<file path="src/rtl/mem_port_arbiter.sv">
// ---------------------------------------------------------------------------
// mem_port_arbiter
//
// Shares one single-ported, fixed-latency unified memory between the
// instruction-fetch stage (I side) and the load/store stage (D side).
// One requester is granted at a time. The memory command is registered and
// issued for exactly one cycle. The response is passed straight through to the
// owner in the done cycle, together with a one-cycle ready pulse.
//
// Parameters
//   WIDTH        data / address width
//   MEM_LATENCY  cycles from the mem_req cycle to mem_rdata valid (>= 1)
//
// Ports
//   clk, rst                 clock, synchronous active-high reset
//   i_req, i_addr            IF read request (held until i_ready or withdrawn)
//   i_rdata, i_ready         IF read data / completion pulse
//   d_req, d_we, d_addr,
//   d_wdata                  MEM load/store request (held until d_ready or withdrawn)
//   d_rdata, d_ready         MEM load data (0 for stores) / completion pulse
//   mem_req, mem_we,
//   mem_addr, mem_wdata      registered memory command; address and data stay
//                            stable until the next grant
//   mem_rdata                memory read data, MEM_LATENCY cycles after mem_req
//   stall_if, stall_mem      the stage is still waiting for the port
// ---------------------------------------------------------------------------
module mem_port_arbiter #(
  parameter int WIDTH       = 32,
  parameter int MEM_LATENCY = 2
) (
  input  logic             clk,
  input  logic             rst,
  input  logic             i_req,
  input  logic [WIDTH-1:0] i_addr,
  output logic [WIDTH-1:0] i_rdata,
  output logic             i_ready,
  input  logic             d_req,
  input  logic             d_we,
  input  logic [WIDTH-1:0] d_addr,
  input  logic [WIDTH-1:0] d_wdata,
  output logic [WIDTH-1:0] d_rdata,
  output logic             d_ready,
  output logic             mem_req,
  output logic             mem_we,
  output logic [WIDTH-1:0] mem_addr,
  output logic [WIDTH-1:0] mem_wdata,
  input  logic [WIDTH-1:0] mem_rdata,
  output logic             stall_if,
  output logic             stall_mem
);

  localparam int CNT_W = $clog2(MEM_LATENCY + 1);

  typedef enum logic [1:0] {
    IDLE   = 2'd0,
    BUSY_I = 2'd1,
    BUSY_D = 2'd2
  } state_t;

  // Encoding of the last_grant bit.
  localparam logic GNT_I = 1'b0;
  localparam logic GNT_D = 1'b1;

  state_t             state_q, state_d;
  logic [CNT_W-1:0]   cnt_q, cnt_d;
  logic               last_grant_q, last_grant_d;
  logic               mem_req_q, mem_req_d;
  logic               mem_we_q, mem_we_d;
  logic [WIDTH-1:0]   mem_addr_q, mem_addr_d;
  logic [WIDTH-1:0]   mem_wdata_q, mem_wdata_d;

  logic               busy;
  logic               done;
  logic               arb_en;
  logic               grant_i;
  logic               grant_d;

  assign busy   = (state_q != IDLE);
  // Done cycle: the countdown has reached zero, so mem_rdata is valid now.
  assign done   = busy && (cnt_q == '0);
  // The next owner is chosen in the done cycle, so back-to-back transactions
  // need no idle cycle between them.
  assign arb_en = (state_q == IDLE) || done;

  // On a tie, the side that did not win last time is granted. last_grant
  // resets to I, so the first tie after reset goes to D.
  assign grant_d = arb_en && d_req && (!i_req || (last_grant_q == GNT_I));
  assign grant_i = arb_en && i_req && (!d_req || (last_grant_q == GNT_D));

  always_comb begin
    state_d      = state_q;
    cnt_d        = cnt_q;
    last_grant_d = last_grant_q;
    mem_req_d    = 1'b0;
    mem_we_d     = mem_we_q;
    mem_addr_d   = mem_addr_q;
    mem_wdata_d  = mem_wdata_q;

    if (grant_d) begin
      state_d      = BUSY_D;
      cnt_d        = CNT_W'(MEM_LATENCY);
      last_grant_d = GNT_D;
      mem_req_d    = 1'b1;
      mem_we_d     = d_we;
      mem_addr_d   = d_addr;
      mem_wdata_d  = d_wdata;
    end else if (grant_i) begin
      state_d      = BUSY_I;
      cnt_d        = CNT_W'(MEM_LATENCY);
      last_grant_d = GNT_I;
      mem_req_d    = 1'b1;
      mem_we_d     = 1'b0;
      mem_addr_d   = i_addr;
      mem_wdata_d  = '0;
    end else if (done) begin
      state_d      = IDLE;
    end else if (busy) begin
      cnt_d        = cnt_q - 1'b1;
    end
  end

  always_ff @(posedge clk) begin
    if (rst) begin
      state_q      <= IDLE;
      cnt_q        <= '0;
      last_grant_q <= GNT_I;
      mem_req_q    <= 1'b0;
      mem_we_q     <= 1'b0;
      mem_addr_q   <= '0;
      mem_wdata_q  <= '0;
    end else begin
      state_q      <= state_d;
      cnt_q        <= cnt_d;
      last_grant_q <= last_grant_d;
      mem_req_q    <= mem_req_d;
      mem_we_q     <= mem_we_d;
      mem_addr_q   <= mem_addr_d;
      mem_wdata_q  <= mem_wdata_d;
    end
  end

  // A requester that withdrew while its access was in flight gets neither a
  // ready pulse nor data; the memory access itself still completes.
  assign i_ready   = i_req && done && (state_q == BUSY_I);
  assign d_ready   = d_req && done && (state_q == BUSY_D);

  assign i_rdata   = i_ready ? mem_rdata : '0;
  assign d_rdata   = (d_ready && !mem_we_q) ? mem_rdata : '0;

  assign mem_req   = mem_req_q;
  assign mem_we    = mem_we_q;
  assign mem_addr  = mem_addr_q;
  assign mem_wdata = mem_wdata_q;

  assign stall_if  = i_req && !i_ready;
  assign stall_mem = d_req && !d_ready;

endmodule

</file>
<file path="config.mk">
export PLATFORM = sky130hd
export DESIGN_NAME = mem_port_arbiter
export DESIGN_NICKNAME = d
export VERILOG_FILES = /design/src/rtl/mem_port_arbiter.sv
export SDC_FILE = /design/constraint.sdc
export NUM_CORES = 1
export LEC_CHECK = 0
export BUFFER_PORTS_ARGS = -buffer_cell sky130_fd_sc_hd__clkbuf_2
export CAP_MARGIN = 20
export CORE_AREA = 2 2 104 106
export DETAILED_ROUTE_END_ITERATION = 6
export DIE_AREA = 0 0 106 108
export PLACE_DENSITY = 0.72
export SLEW_MARGIN = 5
export SYNTH_ARGS = -nofsm -noshare
export SYNTH_HDL_FRONTEND = slang
export SYNTH_SLANG_ARGS = --single-unit
export TNS_END_PERCENT = 30
</file>
<file path="constraint.sdc">
create_clock -name clk -period 1.5 [get_ports clk]
set_input_delay 0.225 -clock clk [delete_from_list [all_inputs] [get_ports clk]]
set_output_delay 0.225 -clock clk [all_outputs]
set_load 0.005 [all_outputs]
</file>
Word level (Yosys, flattened, before mapping)
Cells that the tools add are included.
- reductions and logical operators: 31
- div/mod/pow operators: 0
- equality and inequality tests: 3
- mux-type cells: 18
- $mul: 0
- shifts and indexed selects: 0
- bitwise gates (word level): 2
- $lt $le $gt $ge: 0
- add/sub/neg operators: 1
- operators by type and width (operator ; count):
    32-bit 2-to-1 mux ; 6
    2-bit 2-to-1 mux ; 7
    1-bit logical AND ; 12
    2-bit nonzero test ; 3
    3-bit nonzero test ; 2
    1-bit logical NOT ; 5
    1-bit 2-to-1 mux ; 5
    2-bit logical NOT ; 2
    2-bit AND reduction ; 2
    1-bit logical OR ; 3
    3-bit by 1-bit != test with 1-bit output (second input constant) ; 1
    3-bit OR reduction ; 1
    2-bit by 1-bit == test with 1-bit output (second input constant) ; 1
    2-bit == test (second input constant) ; 1
    1-bit inverter ; 2
    2-bit OR reduction ; 1
    2-bit by 1-bit subtractor with 2-bit output (second input constant) ; 1
- memories: 0
- bits in writable memories: 0
- memory bits (read-only): 0
- latch bits: 0
- output and inout bits: 134
- flip-flop bits (word level): 71
- logic and storage cells: 64

Logic depth before layout (Yosys ltp)
- depth after elaboration: 7
- gate-level depth with buffers: 7
- depth with buffers taken out: 5

Worst setup path before layout
No wires, ideal clock.
- kind: register to register
- start point: reg cnt_q[0]
- end point: reg mem_addr_q[30], in the netlist mem_addr[30]
- slack: 0.004 ns
- setup time: 0.093 ns
- data arrival time: 1.403 ns
- path buffers: 1
- stages on the path, launching flop included: 7
- cells stage by stage: dfxtp_1 -> inv_1 -> ha_1 -> o21ba_1 -> buf_6 -> or3_4 -> o311ai_2
- cells in the longest elaborated chain, start to end: 6
- elaborated cells between the ends (all ways): 9
- RTL lines (item ; RTL line ; source):
    start, declared ; 65 ; logic [CNT_W-1:0] cnt_q, cnt_d;
    start signal, assigned ; 133 ; cnt_q <= cnt_d;
    2-bit logical NOT (*) ; 80 ; assign done = busy && (cnt_q == '0);
    1-bit logical AND (*) ; 80 ;
    1-bit logical OR (*) ; 83 ; assign arb_en = (state_q == IDLE) || done;
    1-bit logical AND, on equally long branches (2 in a row) ; 87, 88 ;
    32-bit 2-to-1 mux / 2-bit nonzero test (equally long branches) ; -- ;
    end signal, assigned ; 137 ; mem_addr_q <= mem_addr_d;
    end, declared ; 69 ; logic [WIDTH-1:0] mem_addr_q, mem_addr_d;
Every way passes the cells marked *; elsewhere a longest branch is shown, timed or not.
A chain may end at the register's enable or synchronous reset.

Final worst setup path
- start point: reg cnt_q[0]
- end point: out d_rdata[13]
- cells in the longest elaborated chain, start to end: 6
- RTL lines (item ; RTL line ; source):
    2-bit logical NOT ; 80 ;
    1-bit logical AND ; 80 ;
    1-bit logical AND (2 in a row) ; 145 ; assign d_ready = d_req && done && (state_q == BUSY_D);
    1-bit logical AND ; 148 ; assign d_rdata = (d_ready && !mem_we_q) ? mem_rdata : '0;
    32-bit 2-to-1 mux ; 148 ;
    end, declared ; 41 ; output logic [WIDTH-1:0] d_rdata,
Every way passes these cells.

==> out/metrics.csv <==
stage,metric,value,unit
power,register share of total power,45.7,%
sta,fin crit share,124,%
power,cell leakage power,2.62,nW
global_routing,initial antenna violation count,0,
synthesis,Area contributors post-synth,"dfxtp_1 41%, and2_1 12%, a221oi_1 7.9%",
critical_path,CP required,1.27,ns
power,Tot Pwr,4.71,mW
sta,Slew HR,71.9,%
critical_path,reg2reg start,cnt_q[0],
routing,final wirelength,12900,µm
critical_path,Reg-to-Reg End,mem_addr[31],
synthesis,Synth cell types,32,
critical_path,critical setup path kind,flop to primary output,
power,Psw,1.42,mW
finish,Area Overhead vs Synth,57.2,%
floorplan,number of I/O pins,267,
floorplan,Core Rows,37,
cts,CTS Root Cell,clkbuf_8,
routing,routed len/inst,15.9,µm
sta,final hold violation count,0,
synthesis,syn_area_per_cell,8.44,µm²
critical_path,"Data arrival, critical path",1.64,ns
sta,Peak Freq,536,MHz
status,status,finished with violations,
finish,share of layout cells above drive strength 1,51.3,%
global_routing,total track usage,21.1,%
synthesis,sequential area share after synthesis,41.5,%
finish,nets,800,
sta,fin crit period,1.87,ns
finish,"Cell Count, Final, Fillers Out",807,
min_path,worst min path class,input port to flop,
synthesis,most frequent cell after synthesis,dfxtp_1,
placement,RD Place Congestion,0.776,
power,sw frac,30.1,%
critical_path,"reg-to-reg slack, setup",-0.11,ns
critical_path,"CP delay by family, top",simple AND/OR/NAND/NOR gates,
run,MaxCap Viol Count,0,
floorplan,Die Wd,106,µm
global_routing,GRT overflow,0,
cts,cts bufs inserted,9,
power,PwrDens,875,nW/µm²
cts,CTS tree,yes,
synthesis,Cells after Synth,406,
power,part of the power in combinational logic,25.6,%
critical_path,CP max stage delay,0.33,ns
routing,residual DRC count,0,
sta,Slew @ Worst Pin,0.422,ns
cts,Clock Latency Late Sink,0.34,ns
critical_path,cells along the critical path,inv_2 > ha_4 > nand4b_1 > nor2_4 > buf_6 > and2_1 > clkbuf_2,
min_path,worst hold stages,3,
floorplan,area of the die,11400,µm²
placement,Port Buffers,266,
placement,placed cells,786,
routing,post-route ant nets,0,
synthesis,"FF+latch count, synth",71,
sta,Setup TNS,-23.17,ns
cts,hold_buf cts,0,
routing,via count,4140,
power,internal cell power,3.29,mW
critical_path,slowest CP cell,dfxtp_2,
sta,final slew viol count,0,
critical_path,crit path launch type,flop,
global_routing,pin count of the biggest net entering global routing,37,
sta,Setup-failing EPs final,137,
sta,post-route worst setup slack,-0.366,ns
placement,detailed placement HPWL,9440,µm
cts,clock-pin slew on the worst setup and hold paths,0.08,ns
synthesis,number of synthesized flops with an enable pin,0,
synthesis,syn nets,540,
status,failing checks,setup timing,
critical_path,Setup crit start,cnt_q[0],
sta,RSZ-0062 raised after global routing,yes,
critical_path,worst-path fanout max,16,
critical_path,endpoint class of the critical path,primary output,
synthesis,Post-synth top cells,"71 x dfxtp_1, 65 x and2_1, 36 x a21oi_1",
synthesis,Async SR Flop Fraction,0,%
floorplan,Die Y-Extent,108,µm
sta,clock skew,0.0101,ns
finish,ANT cells,0,
synthesis,largest area contributor in the netlist,dfxtp_1,
routing,vias per inst,5.13,
critical_path,CP Buf/Inv Count,3,
critical_path,cell count along the critical path,7,
synthesis,top cell type's share of synthesized area,41.5,%
power,Clock power frac,28.7,%
synthesis,Synth warnings,0,
cts,Max Buffers Root-to-Sink,2,
global_routing,first-pass GRT wire length,19400,µm
placement,"worst slack, placed",-0.105,ns
floorplan,Core Region,10200,µm²
cts,Max H-tree Level,3,
synthesis,Post-Syn Area,3430,µm²
floorplan,Initial Util,33.5,%
global_routing,vias in the first global route,3901,
routing,First-pass DRT Iterations,5,
critical_path,Setup crit end,d_rdata[13],
routing,Starting DRT DRC Count,259,
critical_path,Worst Reg2Reg Path Length in Cells,8,
cts,Sinks on Clock Net,71,
power,worst vdd ir,0.000455,V
synthesis,ys flop type,dfxtp_1,
-- metal layers --
| layer | part of all wire (%) | wire, µm | vias to the layer above | track usage [%] |
|---|---|---|---|---|
| met5 | 0 | 0 | - | 0 |
| met4 | 1.8 | 235 | 0 | 7.99 |
| met3 | 7.5 | 970 | 22 | 5.36 |
| met2 | 50 | 6420 | 175 | 34.9 |
| met1 | 41 | 5240 | 1954 | 26.7 |
| li1 | - | - | 1989 | - |
-- cells by family after synthesis --
family	share of synthesized area (%)
AOI/OAI and AO/OA	29.2
adders and majority gates	0.365
buffers and inverters	9.35
DFF	41.5
and+or+nand+nor	19.6
-- tightest hold or removal path, cell delays in order --
cell,delay (ns)
clkbuf_2,0.08
nand3_1,0.05
a21oi_1,0.06
-- worst min path at each step --
stage / from / end / slack [ns]
floorplan: d_wdata[0] / mem_wdata[0] / 0.38
CTS: d_wdata[20] / mem_wdata[20] / 0.1
global route: d_wdata[8] / mem_wdata[8] / 0.11
finish: d_wdata[20] / mem_wdata[20] / 0.12
global placement: cnt_q[0] / cnt_q[0] / 0.45
detailed placement: mem_addr[10] / mem_addr[10] / 0.46
-- power groups by stage --
stage	Sequential, mW	Clock, mW	Combinational [mW]
global route	2.17	1.49	1.33
finish	2.15	1.35	1.21
global placement	2.18	0	1.08
detailed placement	2.19	0	1.11
CTS	2.15	1.41	1.19
floorplan	2.19	0	0.513
-- stage by stage --
stage | cell area [µm²] | hold slack [ns] | utilization [%]
final | 5390 | 0.117 | 52.6
after CTS | 5370 | 0.0954 | 52.5
after detailed placement | 5020 | 0.460 | 49.1
after floorplan | 3430 | 0.377 | -
after global routing | 5390 | 0.108 | 52.6
after global placement | 5020 | 0.452 | 49.1
-- flip-flops by register name, summed over array words and instances, names as in the netlist --
signal	count
mem_we	1
mem_addr	32
mem_wdata	32
mem_req	1
cnt_q	2
state_q	2
last_grant_q	1
-- cells in the final DEF, fill, tap and decap left out, types with 2 or more instances in the layout --
| cell | netlist | layout |
|---|---|---|
| clkbuf_2 | 0 | 264 |
| dfxtp_1 | 71 | 69 |
| and2_1 | 65 | 59 |
| a21oi_1 | 36 | 36 |
| o21ai_0 | 35 | 35 |
| nand3_1 | 34 | 34 |
| inv_1 | 35 | 32 |
| o32ai_1 | 31 | 31 |
| a221oi_1 | 31 | 18 |
| a221oi_2 | 1 | 14 |
| buf_4 | 0 | 13 |
| clkbuf_8 | 0 | 10 |
| buf_12 | 0 | 9 |
| and2_4 | 0 | 6 |
| buf_6 | 1 | 5 |
| inv_2 | 1 | 4 |
| nand4b_1 | 2 | 2 |
| nor2_1 | 4 | 2 |
| nand2_1 | 2 | 2 |
| clkinvlp_4 | 0 | 2 |
| clkinv_2 | 0 | 2 |
| dfxtp_2 | 0 | 2 |
-- area by class of cell --
| type | instances | area (µm²) |
|---|---|---|
| fill | 970 | 4840 |
| multi-input combinational | 256 | 1810 |
| timing repair buffer | 292 | 1670 |
| sequential | 71 | 1420 |
| tap | 136 | 170 |
| clock buffer | 11 | 141 |
| inverter | 36 | 135 |
| clock inverter | 5 | 33.8 |
-- timing repair --
action	4_1_cts	5_1_grt
resized for setup	25	17
gates cloned	1	0
buffers inserted	5	3
setup endpoints to repair	103	138
pin swaps	7	9
Note: power is estimated with default switching activity, not from simulation.
